[src/rtl/l3_fill_controller.sv]
// Request sequencer in front of an L3 line cache and word-wide RAM: lookup, multi-beat line fill on read miss,
// write-through/no-allocate writes, and saturating hit/miss counters.
module l3_fill_controller #(
    parameter int DATA_WIDTH = 32,
    parameter int ADDR_WIDTH = 32,
    parameter int LINE_SIZE  = 16,
    parameter int CNT_WIDTH  = 32
) (
    input  logic                      clk,
    input  logic                      rst,
    input  logic                      req_valid,
    input  logic                      req_we,
    input  logic [ADDR_WIDTH-1:0]     req_addr,
    input  logic [DATA_WIDTH-1:0]     req_w_data,
    output logic                      req_done,
    output logic [LINE_SIZE*8-1:0]    req_r_data,
    output logic                      busy,
    output logic                      l3_valid,
    output logic                      l3_we,
    output logic [ADDR_WIDTH-1:0]     l3_addr,
    output logic [DATA_WIDTH-1:0]     l3_w_data,
    input  logic [LINE_SIZE*8-1:0]    l3_r_data,
    input  logic                      l3_hit,
    output logic                      fill_en,
    output logic                      fill_mark_valid,
    output logic [ADDR_WIDTH-1:0]     fill_addr,
    output logic [LINE_SIZE*8-1:0]    fill_data,
    output logic                      ram_rd_en,
    output logic                      ram_wr_en,
    output logic [ADDR_WIDTH-1:0]     ram_addr,
    output logic [DATA_WIDTH-1:0]     ram_w_data,
    input  logic [DATA_WIDTH-1:0]     ram_r_data,
    input  logic                      ram_r_valid,
    input  logic                      ram_wr_ack,
    output logic [CNT_WIDTH-1:0]      hit_count,
    output logic [CNT_WIDTH-1:0]      miss_count
);
    localparam int WORDS_PER_LINE = LINE_SIZE * 8 / DATA_WIDTH;
    localparam int LINE_BITS      = LINE_SIZE * 8;
    localparam int WORD_BYTES     = DATA_WIDTH / 8;
    localparam int CW             = (WORDS_PER_LINE > 1) ? $clog2(WORDS_PER_LINE) : 1;
    localparam int WSH            = (WORD_BYTES > 1) ? $clog2(WORD_BYTES) : 0;

    typedef enum logic [2:0] {
        IDLE, LOOKUP, FILL_REQ, FILL_WAIT, FILL_COMMIT, WRITE, RESP
    } state_t;

    state_t                  state, state_n;
    logic [ADDR_WIDTH-1:0]   addr_q;
    logic                    we_q;
    logic [DATA_WIDTH-1:0]   wdata_q;
    logic [CW-1:0]           word_cnt;
    logic [LINE_BITS-1:0]    buffer;
    logic [ADDR_WIDTH-1:0]   line_base;
    logic [ADDR_WIDTH-1:0]   word_addr;
    logic                    last_word;

    assign line_base = addr_q & ~ADDR_WIDTH'(LINE_SIZE - 1);
    assign word_addr = addr_q & ~ADDR_WIDTH'(WORD_BYTES - 1);
    assign last_word = (word_cnt == CW'(WORDS_PER_LINE - 1));

    always_ff @(posedge clk) begin
        if (rst) begin
            state      <= IDLE;
            addr_q     <= '0;
            we_q       <= 1'b0;
            wdata_q    <= '0;
            word_cnt   <= '0;
            buffer     <= '0;
            req_r_data <= '0;
            hit_count  <= '0;
            miss_count <= '0;
        end else begin
            state <= state_n;
            case (state)
                IDLE: begin
                    if (req_valid) begin
                        addr_q  <= req_addr;
                        we_q    <= req_we;
                        wdata_q <= req_w_data;
                    end
                end
                LOOKUP: begin
                    // Writes count as lookups too; counters pin at all-ones.
                    if (l3_hit) begin
                        if (hit_count != '1) hit_count <= hit_count + CNT_WIDTH'(1);
                    end else if (miss_count != '1) begin
                        miss_count <= miss_count + CNT_WIDTH'(1);
                    end
                    if (!we_q) begin
                        if (l3_hit) req_r_data <= l3_r_data;
                        else        word_cnt   <= '0;
                    end
                end
                FILL_WAIT: begin
                    if (ram_r_valid) begin
                        buffer[int'(word_cnt)*DATA_WIDTH +: DATA_WIDTH] <= ram_r_data;
                        if (!last_word) word_cnt <= word_cnt + CW'(1);
                    end
                end
                FILL_COMMIT: req_r_data <= buffer;
                default: ;
            endcase
        end
    end

    always_comb begin
        state_n   = state;
        l3_valid  = 1'b0;
        l3_we     = 1'b0;
        fill_en   = 1'b0;
        ram_rd_en = 1'b0;
        ram_wr_en = 1'b0;
        ram_addr  = '0;
        req_done  = 1'b0;
        case (state)
            IDLE: if (req_valid) state_n = LOOKUP;
            LOOKUP: begin
                l3_valid = 1'b1;
                if (we_q) begin
                    l3_we   = l3_hit;
                    state_n = WRITE;
                end else begin
                    state_n = l3_hit ? RESP : FILL_REQ;
                end
            end
            FILL_REQ: begin
                ram_rd_en = 1'b1;
                ram_addr  = line_base + (ADDR_WIDTH'(word_cnt) << WSH);
                state_n   = FILL_WAIT;
            end
            FILL_WAIT: if (ram_r_valid) state_n = last_word ? FILL_COMMIT : FILL_REQ;
            FILL_COMMIT: begin
                fill_en = 1'b1;
                state_n = RESP;
            end
            WRITE: begin
                ram_wr_en = 1'b1;
                ram_addr  = word_addr;
                if (ram_wr_ack) state_n = RESP;
            end
            RESP: begin
                req_done = 1'b1;
                state_n  = IDLE;
            end
            default: state_n = IDLE;
        endcase
    end

    assign busy            = (state != IDLE);
    assign fill_mark_valid = fill_en;
    assign fill_addr       = fill_en ? line_base : '0;
    assign fill_data       = fill_en ? buffer : '0;
    assign l3_addr         = addr_q;
    assign l3_w_data       = wdata_q;
    assign ram_w_data      = wdata_q;

endmodule

[config.mk]
export PLATFORM = sky130hd
export DESIGN_NAME = l3_fill_controller
export DESIGN_NICKNAME = d
export VERILOG_FILES = /design/src/rtl/l3_fill_controller.sv
export SDC_FILE = /design/constraint.sdc
export NUM_CORES = 1
export LEC_CHECK = 0
export BUFFER_PORTS_ARGS = -buffer_cell sky130_fd_sc_hd__buf_2
export CAP_MARGIN = 20
export CORE_AREA = 2 2 276 278
export CTS_CLUSTER_SIZE = 40
export DETAILED_ROUTE_END_ITERATION = 7
export DIE_AREA = 0 0 278 280
export GPL_TIMING_DRIVEN = 0
export SYNTH_ARGS = -nofsm -noshare
export SYNTH_HDL_FRONTEND = slang
export SYNTH_SLANG_ARGS = --single-unit
[constraint.sdc]
create_clock -name clk -period 6.05 [get_ports clk]
set_clock_uncertainty 0.2 [all_clocks]
set_input_delay 0.3025 -clock clk [delete_from_list [all_inputs] [get_ports clk]]
set_output_delay 0.3025 -clock clk [all_outputs]
set_load 0.1 [all_outputs]
=== Yosys cells after proc, flatten, opt, wreduce, memory -nomap -nowiden ===
Cells that the tools add are included.

* Output and inout port bits: 488
* Memory bits (read-only): 0
* Flip-flop bits (word level): 390
* Latch bits: 0
* Memories kept: 0
* Word-level logic and storage cells: 70
* RAM bits: 0

* Equal/unequal tests: 16
* Shift-type cells: 2
* Muxes and demuxes: 26
* Div/mod/pow operators: 0
* Add/subtract/negate cells: 5
* $lt $le $gt $ge: 0
* Reductions and logical operators: 11
* $mul: 0
* Bitwise operators: 1

{| class="wikitable"
|+ Operators by type and width
! operator !! count
|-
| 128-bit 2-to-1 mux || 3
|-
| 128-bit case mux with 2 select lines || 1
|-
| 128-bit bitwise mux || 1
|-
| 32-bit by 33-bit variable shift with 128-bit output, first input constant || 1
|-
| 32-bit by 33-bit indexed part select with 128-bit output || 1
|-
| 32-bit by 1-bit adder with 32-bit output, second input constant || 2
|-
| 32-bit inequality test, second input constant || 2
|-
| 32-bit case mux with 2 select lines || 1
|-
| 7-bit negator with 33-bit output || 1
|-
| 32-bit by 4-bit adder with 32-bit output || 1
|-
| 32-bit 2-to-1 mux || 1
|-
| 3-bit 2-to-1 mux || 6
|-
| 3-bit case mux with 6 select lines || 1
|-
| 2-bit inequality test, second input constant || 7
|-
| 3-bit AND reduction || 4
|-
| 3-bit == test, second input constant || 3
|-
| 2-bit 2-to-1 mux || 4
|-
| 1-bit 2-to-1 mux || 7
|-
| 3-bit by 2-bit == test with 1-bit output, second input constant || 2
|-
| 5-bit AND reduction || 1
|-
| 2-bit case mux with 2 select lines || 1
|-
| 2-bit AND reduction || 2
|-
| 2-bit nonzero test || 2
|-
| 3-bit by 1-bit == test with 1-bit output, second input constant || 1
|-
| 5 further kinds || 5
|}

=== Depth between registers and ports, before layout ===
Gate-level depths: netlist of the first run.

* Depth after elaboration: 4
* Mapped depth: 9
* Gate-level depth less buffers: 6

=== Worst setup path before layout of the first run ===
No wires, ideal clock.

* Path kind: reg-to-output
* Start point: reg state[1]
* End point: out ram_addr[10]
* Path slack: 353 ps
* Cell stages (with the launch flop): 6
* Data arrival time: 5,195 ps
* Cells stage by stage: dfxtp_1 -> clkbuf_1 -> nor3b_1 -> nor2_1 -> clkbuf_1 -> nor2b_1

* Word-level cells in the longest chain between the ends: 2
* Elaborated cells on any way between the ends: 3

{| class="wikitable"
|+ Ends and longest elaborated chain
! what !! RTL line !! text
|-
| from (decl) || 48 || <nowiki>state_t state, state_n;</nowiki>
|-
| from (signal assigned) || 74 || <nowiki>state <= state_n;</nowiki>
|-
| 3-bit == test / 3-bit by 2-bit == test with 1-bit output (equally long branches) || 116 || <nowiki>case (state)</nowiki>
|-
| 32-bit case mux with 2 select lines (*) || 116 ||
|-
| to (decl) || 30 || <nowiki>output logic [ADDR_WIDTH-1:0] ram_addr,</nowiki>
|}

Mark *: on every way between the ends. The rest lies on a longest branch, timed or not.

=== Worst setup path in the final report of the first run ===
* Start point: reg state[1]
* End point: out fill_addr[19]

* Word-level cells in the longest chain between the ends: 3

{| class="wikitable"
|+ Ends and longest elaborated chain
! what !! RTL line !! text
|-
| 3-bit == test || 116 ||
|-
| 1-bit 2-to-1 mux || 116 ||
|-
| 32-bit 2-to-1 mux || 152 || <nowiki>assign fill_addr = fill_en ? line_base : '0;</nowiki>
|-
| to (decl) || 26 || <nowiki>output logic [ADDR_WIDTH-1:0] fill_addr,</nowiki>
|}

No other way between the ends.

==> results.cfg, run 1 <==
[grt]
grt_antenna_before_repair = 22
grt_use_total_pct = 22.7
grt_max_degree = 16
overflow = 0
grt_pass1_vias = 18800
grt_pass1_wl_um = 130000

[sta]
setup_violations = 0
max_freq_mhz = 229
timing.final.crit_period_ns = 4.37
hold_viol_final = 0
setup_ws_ns = 1.68
fin_crit_sh_pct = 72.3
rsz0062_at_grt = false
fin_setup_tns_ns = 0
worstMarginPinSlew_ns = 1.18
slew_headroom_pct = 21.5
slew_violations = 0

[place]
dp_hpwl_um = 72800
dp_worst_setup_slack_ns = 2.08
numPortBuffers = 711
place.gp.congestion = 0.938

[critical_path]
critical-path-top-delay-family = buffers and inverters
cp_common_cell = clkbuf_1
critPathArrivalTime_ns = 3.87
cp.required_ns = 5.55
critPathBufInv = 6
worstSetupStartpointType = flip-flop
crit_fanout = 11
crit_slowest_cell = clkbuf_1
path_class = flip-flop to output port
crit_path_cell_trace = clkbuf_1 > nor2b_1 > nand2b_1 > inv_1 > clkbuf_1 > clkbuf_1 > clkbuf_1 > and2_1 > buf_2
max_stage_delay_ns = 0.54
endpoint_kind = output port

[synthesis]
synth_seq_cells = 390
ys_warn_count = 0
synth_area_leaders = dfxtp_1 (46%), a21oi_1 (9.7%), and2_1 (6.0%)
avgSynthCellArea_sq_um = 8.06
syn_inst = 2099
ys_types = 62
synth_enable_flop_cells = 0
seq_area_frac_synth_pct = 46.2
synth_ff_type = dfxtp_1
synth_area_sq_um = 16900
synth_top_area_share_pct = 46.2
ys_async_sr_fraction_pct = 0
yosysTopAreaCell = dfxtp_1

[route]
vias = 19800
wl_per_cell_um = 22.6
m1WireLength_um = 37200
dr_wl_met2_um = 44400
drt-initial-drc-count = 1369
dr.max_layer_used = met5
drt-pass1-iter-count = 5
postRouteAntennaNets = 0
finalWirelength_um = 93100
met3_wirelength_um = 6900
drc = 0
avgViaCountPerCell = 4.82

[floorplanning]
die-area_sq_um = 77800
boundaryPins = 719
die_x_um = 278
num_rows = 101
fp.coreArea_sq_um = 75200
start_util_pct = 22.5
die_h_um = 280

[clocking]
post_cts_buffers = 0
cts_hold_buf = 230
htree_levels = 2
cts-buffers-inserted = 47
cts-root-buf = clkbuf_16
clkLatencyLatePin_ns = 0.63
cts_tree = done
path_clk_slew_ns = 0.06
clock-sinks = 390
cts.path.max_buffers = 3
cts_resized = 0

[power_and_ir_drop]
power.share.clock_pct = 23.2
comb_power_share_pct = 51.2
switching_share_pct = 54.6
seqPwrFrac_pct = 25.6
power.switching_mw = 7.17
p_per_area_nw_per_um2 = 510
ir_drop_uv = 324
power.internal_mw = 5.96
p_leak_nw = 11.0

[hold_path]
hold_path_class = input port to flip-flop

[layout]
drive_above_1_share_pct = 28.1
area_delta_synth_final_pct = 52.2
nFillCells = 7951
final_cell_mix = buf_2 (733), dfxtp_1 (390), a21oi_1 (327)
fin_nets = 3339
final_common_cell = buf_2

[run]
maxCapViolCount = 0

[run_status]
status = complete, no violations
power groups by stage:
stage               combinational (mW)  sequential, mW  clock [mW]
floorplan                         1.87            6.69           0
global placement                  6.54            3.40           0
detailed placement                6.58            3.41           0
CTS                               6.72            3.36        3.11
global route                      6.98            3.42        3.20
finish                            6.72            3.37        3.05
cells by family (layout without fill, tap and decap cells):
family	count (synthesis)	after routing	share of synthesized area, %
simple gates	895	895	26.4
compound gates	570	570	20.1
flops	390	390	46.2
buf+inv	222	1252	5.95
fa+ha+maj	8	8	0.592
mux	8	8	0.518
xor+xnor	5	5	0.259
other cells	1	8	0.0222
final cells by class:
class / instances / area, sq um / area share [%]
tap: 978 / 1220 / 4.75
timing repair buffer: 947 / 5930 / 23.0
buffer: 210 / 963 / 3.74
clock inverter: 23 / 360 / 1.40
antenna: 2 / 5.00 / 0.0194
multi-input combinational: 1492 / 8130 / 31.6
sequential: 390 / 7810 / 30.3
inverter: 12 / 45.0 / 0.175
clock buffer: 60 / 1280 / 4.99
Yosys cell counts (all sizes together) (3+ instances only):
cell,count
a211oi,128
a21oi,327
a22oi,50
a31o,3
and2,163
and3,7
and4,5
buf,66
clkbuf,144
dfxtp,390
ha,8
inv,12
mux2,6
nand2,246
nand2b,5
nand3,103
nand4,29
nor2,202
nor2b,37
nor3,12
nor3b,4
nor4,13
nor4b,5
o21ai,30
o31ai,19
or3,34
or4,22
xnor2,3
worst register-to-register path, stage by stage, from the launching register on:
cell and delay (ns):
dfxtp_1 0.73, inv_1 0.33, ha_1 0.53, nor3b_1 0.90, nor3b_2 0.88, a22oi_1 0.15
nor2_1 0.13
worst paths after layout:
| path | start | endpoint | slack (ns) | depth (start not counted) |
|---|---|---|---|---|
| hold / removal | l3_hit | miss_count[2] | 0.07 | 5 |
| setup / recovery | state[1] | fill_addr[19] | 1.68 | 9 |
| hold reg to reg | buffer[53] | buffer[53] | 0.25 | 2 |
| setup reg to reg | word_cnt[0] | buffer[47] | 2.15 | 6 |
registers in the layout (all words and copies together), names as in the netlist:
signal      count
buffer        128
req_r_data    128
hit_count      32
l3_addr        32
l3_w_data      32
miss_count     32
state           3
word_cnt        2
we_q            1
routing by layer:
layer | up-vias | GRT usage (%)
li1 | 9320 | -
met1 | 9379 | 26.5
met2 | 879 | 39.2
met3 | 210 | 5.71
met4 | 24 | 10.1
met5 | - | 0
per-stage QoR:
step	total power [mW]	cell area, sq um	utilization (%)	std cells	hold slack [ns]
final	13.1	25800	34.2	4114	0.0661
after global routing	13.6	25700	34.2	4113	0.0675
after CTS	13.2	25700	34.2	4111	0.0105
after detailed placement	9.99	21800	29.0	3798	0.241
after global placement	9.94	21700	28.9	3793	0.233
after floorplan	8.57	16900	-	2104	0.227
Note: power is estimated with default switching activity, not from simulation.
==> run 2, diff against run 1 <==
ABC_AREA = 1   (was unset)
clock period = 3.6 ns   (was 6.05 ns; I/O delays follow)
==> results.cfg, run 2 <==
[sta]
worstMarginPinSlew_ns = 1.08
rsz0062_at_grt = true
fin_setup_tns_ns = 0
fin_crit_sh_pct = 95.5
hold_viol_final = 0
slew_headroom_pct = 28.3
slew_violations = 0
max_freq_mhz = 291
timing.final.crit_period_ns = 3.44
setup_violations = 0

[place]
place.gp.congestion = 0.947
numPortBuffers = 711
dp_hpwl_um = 69000
place_area_sq_um = 23000

[synthesis]
synthMuxAreaShare_pct = 0
synth_simple_gate_area_share_pct = 22.4
synth_fa_ha_area_share_pct = 0.560
synth_top_family_by_area = simple AND/OR/NAND/NOR gates
ys_warn_count = 0
synth_top_area_share_pct = 43.7
yosys.cell_count.top_type = nor2_1
ys_async_sr_fraction_pct = 0
netlist_top_cells_count = nor2_1 (552), dfxtp_1 (390), nand2_1 (284)
synth_ff_type = dfxtp_1
seq_area_frac_synth_pct = 43.7
synth_compound_area_share_pct = 21.0
synth_seq_cells = 390
syn_inst = 2557
synth_xor_area_share_pct = 0.637
avgSynthCellArea_sq_um = 6.99
ys_types = 35
yosysTopAreaCell = dfxtp_1
synth_area_leaders = dfxtp_1 (44%), nor2_1 (12%), a21oi_1 (6.5%)
synth_enable_flop_cells = 0
synth_area_sq_um = 17900

[layout]
fin_area_sq_um = 27200
final_core_util_pct = 36.1
final_cell_mix = buf_2 (717), nor2_1 (420), dfxtp_1 (390)
area_delta_synth_final_pct = 51.9
fin_nets = 3794
final_common_cell = buf_2
drive_above_1_share_pct = 29.4
top_regs = buffer x128, req_r_data x128

[grt]
overflow = 0
grt_max_degree = 14
grt_use_total_pct = 21.3
grt_antenna_before_repair = 2
grt_pass1_vias = 20300
grt_pass1_wl_um = 126000

[hold_path]
hold_path_class = input port to flip-flop
min-delay-start = l3_r_data[4]
hold_depth = 4

[critical_path]
critPathArrivalTime_ns = 3.06
crit_start = state[1]
cp_common_cell = inv_2
path_class = flip-flop to output port
cp.required_ns = 3.22
crit_fanout = 10
worstSetupStartpointType = flip-flop
crit_path_cell_trace = inv_2 > nand2_1 > nor2_4 > inv_2 > clkbuf_1 > buf_2 > nor2_2 > buf_4
max_stage_delay_ns = 0.52
endpoint_kind = output port
regToRegStartpoint = word_cnt[0]
crit_slowest_cell = clkbuf_1
r2r_cells = 10
cp_num_cells = 8
critical-path-top-delay-family = buffers and inverters
critPathBufInv = 5

[route]
finalWirelength_um = 87800
postRouteAntennaNets = 0
drt-initial-drc-count = 1361
drt-pass1-iter-count = 5
avgViaCountPerCell = 4.69
wl_per_cell_um = 19.2
vias = 21400
drc = 0

[clocking]
cts-root-buf = clkbuf_16
cts.path.max_buffers = 3
clkLatencyLatePin_ns = 0.60
clock-sinks = 390
cts-buffers-inserted = 48
htree_levels = 2
cts_tree = done
post_cts_buffers = 0
path_clk_slew_ns = 0.06

[power_and_ir_drop]
comb_power_share_pct = 56.7
power.internal_mw = 10.7
switching_share_pct = 58.4
p_leak_nw = 11.6
power.share.clock_pct = 20.1
power.switching_mw = 15.0
seqPwrFrac_pct = 23.2
power_mw = 25.7
ir_drop_uv = 1110
p_per_area_nw_per_um2 = 948

[floorplanning]
num_rows = 101
boundaryPins = 719
start_util_pct = 23.8
die_h_um = 280
die_x_um = 278
fp.coreArea_sq_um = 75200
die-area_sq_um = 77800

[run]
maxCapViolCount = 0

[run_status]
status = complete, no violations
-- run 2: worst paths after layout --
check                  endpoint  slack (ns)
setup / recovery  fill_addr[26]        0.16
hold / removal    req_r_data[4]        0.14
setup reg to reg    buffer[123]        0.20
hold reg to reg      l3_addr[0]        0.25
-- run 2: layout make-up --
type                       count  area, sq um
buffer                       210         1060
clock buffer                  61         1350
timing repair buffer         944         6000
tap                          978         1220
clock inverter                25          325
inverter                     277         1040
fill                        7911        48000
sequential                   390         7810
antenna                        1         2.50
multi-input combinational   1684         8360
-- run 2: per-stage QoR --
| step | cells | worst slack (ns) | hold WS, ns |
|---|---|---|---|
| floorplan | 2562 | -0.382 | 0.127 |
| global placement | 4251 | -0.295 | 0.215 |
| detailed placement | 4251 | -0.244 | 0.221 |
| CTS | 4570 | 0.00543 | 0.114 |
| global route | 4569 | -0.0161 | 0.143 |
| finish | 4570 | 0.161 | 0.145 |
-- run 2: repair_timing --
| item | 4_1_cts | 5_1_grt |
|---|---|---|
| hold endpoints to repair | 295 | 0 |
| setup endpoints to repair | 187 | 78 |
| hold buffers | 233 | 0 |
| gates resized for setup | 35 | 25 |
-- run 2: worst register-to-register path, delay by kind of cell (launching register included) --
family | cells | cell delay [ns]
DFF | 1 | 0.46
adders and majority gates | 1 | 0.37
AOI/OAI and AO/OA | 2 | 0.32
buffers and inverters | 5 | 1.49
and+or+nand+nor | 2 | 0.45
-- run 2: power by group through the flow --
stage | logic, mW | registers (mW) | clock network, mW
floorplan | 4.60 | 12.8 | 0
global placement | 14.2 | 6.01 | 0
detailed placement | 14.3 | 6.02 | 0
CTS | 14.5 | 5.95 | 5.28
global route | 15.2 | 6.07 | 5.44
finish | 14.6 | 5.97 | 5.16
-- run 2: cell families after synthesis --
| logic type | count (synthesis) |
|---|---|
| AOI/OAI and AO/OA | 672 |
| xor gates and xnor gates | 13 |
| adders and majority gates | 8 |
| buffers and inverters | 488 |
| DFF | 390 |
| other | 1 |
| and+or+nand+nor | 985 |
-- run 2: layer usage --
metal  up-vias  global-route usage, %  wire length, um
met5         -                      0                0
met3       177                   4.19             6290
met1      9997                   26.9            37000
li1      10300                      -                -
met2       929                   35.9            41400
met4         0                   7.58             3100
==> run 3, diff against run 2 <==
CORE_AREA = 2 2 283 285   (was 2 2 276 278)
DIE_AREA = 0 0 285 287   (was 0 0 278 280)
==> results.cfg, run 3 (synthesized netlist as in run 2, its figures left out) <==
[power_and_ir_drop]
p_per_area_nw_per_um2 = 945
power.share.clock_pct = 19.3
power.switching_mw = 15.0
p_leak_nw = 11.6
seqPwrFrac_pct = 23.4
ir_drop_uv = 1180
comb_power_share_pct = 57.3
switching_share_pct = 58.8
power.internal_mw = 10.5

[clocking]
clkLatencyLatePin_ns = 0.60
cts.path.max_buffers = 3
path_clk_slew_ns = 0.06
cts_tree = done
clock-sinks = 390
htree_levels = 2
cts-buffers-inserted = 46
cts-root-buf = clkbuf_16

[sta]
slew_violations = 0
hold_ws_ns = 0.154
hold_viol_final = 0
slew_headroom_pct = 22.1
worstMarginPinSlew_ns = 1.17
fin_crit_sh_pct = 96.2
setup_ws_ns = 0.136
setup_violations = 0
rsz0062_at_grt = false
max_freq_mhz = 289
timing.final.crit_period_ns = 3.46

[critical_path]
r2r_cells = 9
path_class = flip-flop to output port
endpoint_kind = output port
cp.required_ns = 3.22
crit_start = state[1]
crit_fanout = 10
timing.rr.end = buffer[0]
worstSetupStartpointType = flip-flop
r2r_slack_ns = 0.20
regToRegStartpoint = word_cnt[0]
critPathArrivalTime_ns = 3.08

[place]
dp_worst_setup_slack_ns = -0.391
dp_hpwl_um = 70800
dp_cells = 4323
place.gp.congestion = 0.980
numPortBuffers = 711

[route]
finalWirelength_um = 89700
postRouteAntennaNets = 0
avgViaCountPerCell = 4.61
drt-pass1-iter-count = 5
drc = 0
vias = 21400
wl_per_cell_um = 19.3
drt-initial-drc-count = 1334

[layout]
area_delta_synth_final_pct = 51.3
top_regs = buffer x128, req_r_data x128
antenna_cells = 0
final_cell_mix = buf_2 (757), nor2_1 (419), dfxtp_1 (390)
drive_above_1_share_pct = 29.3
fin_cells = 4637
final_common_cell = buf_2
fin_nets = 3792
final_core_util_pct = 34.4
nFillCells = 8485

[floorplanning]
die_x_um = 285
fp.coreArea_sq_um = 78600
die-area_sq_um = 81800
die_h_um = 287
num_rows = 103
boundaryPins = 719
start_util_pct = 22.8

[grt]
overflow = 0
grt_pass1_wl_um = 127000
grt_use_total_pct = 20.6
grt_antenna_before_repair = 3
grt_max_degree = 20
grt_pass1_vias = 20100

[run_status]
status = complete, no violations

[hold_path]
hold_end = req_r_data[66]
hold_path_class = input port to flip-flop
hold_depth = 4
min-delay-start = l3_r_data[66]

[run]
maxCapViolCount = 0
run 3: changes by cell type in the layout (fill, tap and decap cells not counted), sizes merged:
| cell | before | now |
|---|---|---|
| clkdlybuf4s15 | 0 | 1 |
| diode | 1 | 0 |
| buf | 803 | 817 |
| clkinvlp | 1 | 2 |
| inv | 279 | 276 |
| clkinv | 16 | 8 |
| bufinv | 6 | 4 |
| dlygate4sd3 | 233 | 235 |
| clkbuf | 178 | 169 |
run 3: worst max path at each step:
stage,endpoint
detailed placement,buffer[126]
global route,fill_data[38]
floorplan,ram_addr[10]
CTS,fill_data[38]
finish,fill_data[38]
global placement,buffer[126]
run 3: layer usage:
metal  wire length [um]  track usage (%)  up-vias
met5                  0                0        -
met4               3190             7.13        0
met3               7250             4.85      151
met2              42100             34.8      937
met1              37100             25.5     9994
li1                   -                -    10300
run 3: area by class of cell:
cell class	count	area (sq um)	area share [%]
Multi-Input combinational cell	1684	8340	30.8
Inverter	277	1040	3.84
Buffer	208	1060	3.94
Clock buffer	69	1380	5.09
Sequential cell	390	7810	28.9
Tap cell	1050	1310	4.86
Clock inverter	13	200	0.740
Timing Repair Buffer	946	5920	21.9
run 3: worst max-delay path: stages, from the launching register on:
cell	delay (ns)
dfxtp_1	0.36
inv_2	0.15
nand2_1	0.12
nor2_2	0.22
inv_2	0.19
buf_2	0.29
buf_2	0.27
nor2_2	0.38
buf_2	0.52
run 3: repair_timing:
action,in CTS,in global routing
endpoints found under the setup margin,81,28
hold endpoints to repair,292,0
buffers inserted,0,0
hold buffers,235,0
resized for setup,8,6
run 3: metrics by stage:
stage          power [mW]  cell area (sq um)  TNS (ns)
2_1_floorplan        17.4              18200     -9.57
3_3_place_gp         20.3              23100     -9.49
3_5_place_dp         20.4              23100    -11.17
4_1_cts              25.6              27100         0
5_1_grt              26.5              27100         0
6_report             25.6              27100         0
run 3: power groups by stage:
| stage | combinational [mW] | clock [mW] | sequential (mW) |
|---|---|---|---|
| 3_3_place_gp | 14.3 | 0 | 6.01 |
| 3_5_place_dp | 14.4 | 0 | 6.03 |
| 2_1_floorplan | 4.60 | 0 | 12.8 |
| 6_report | 14.7 | 4.94 | 5.97 |
| 4_1_cts | 14.6 | 5.05 | 5.95 |
| 5_1_grt | 15.2 | 5.23 | 6.06 |
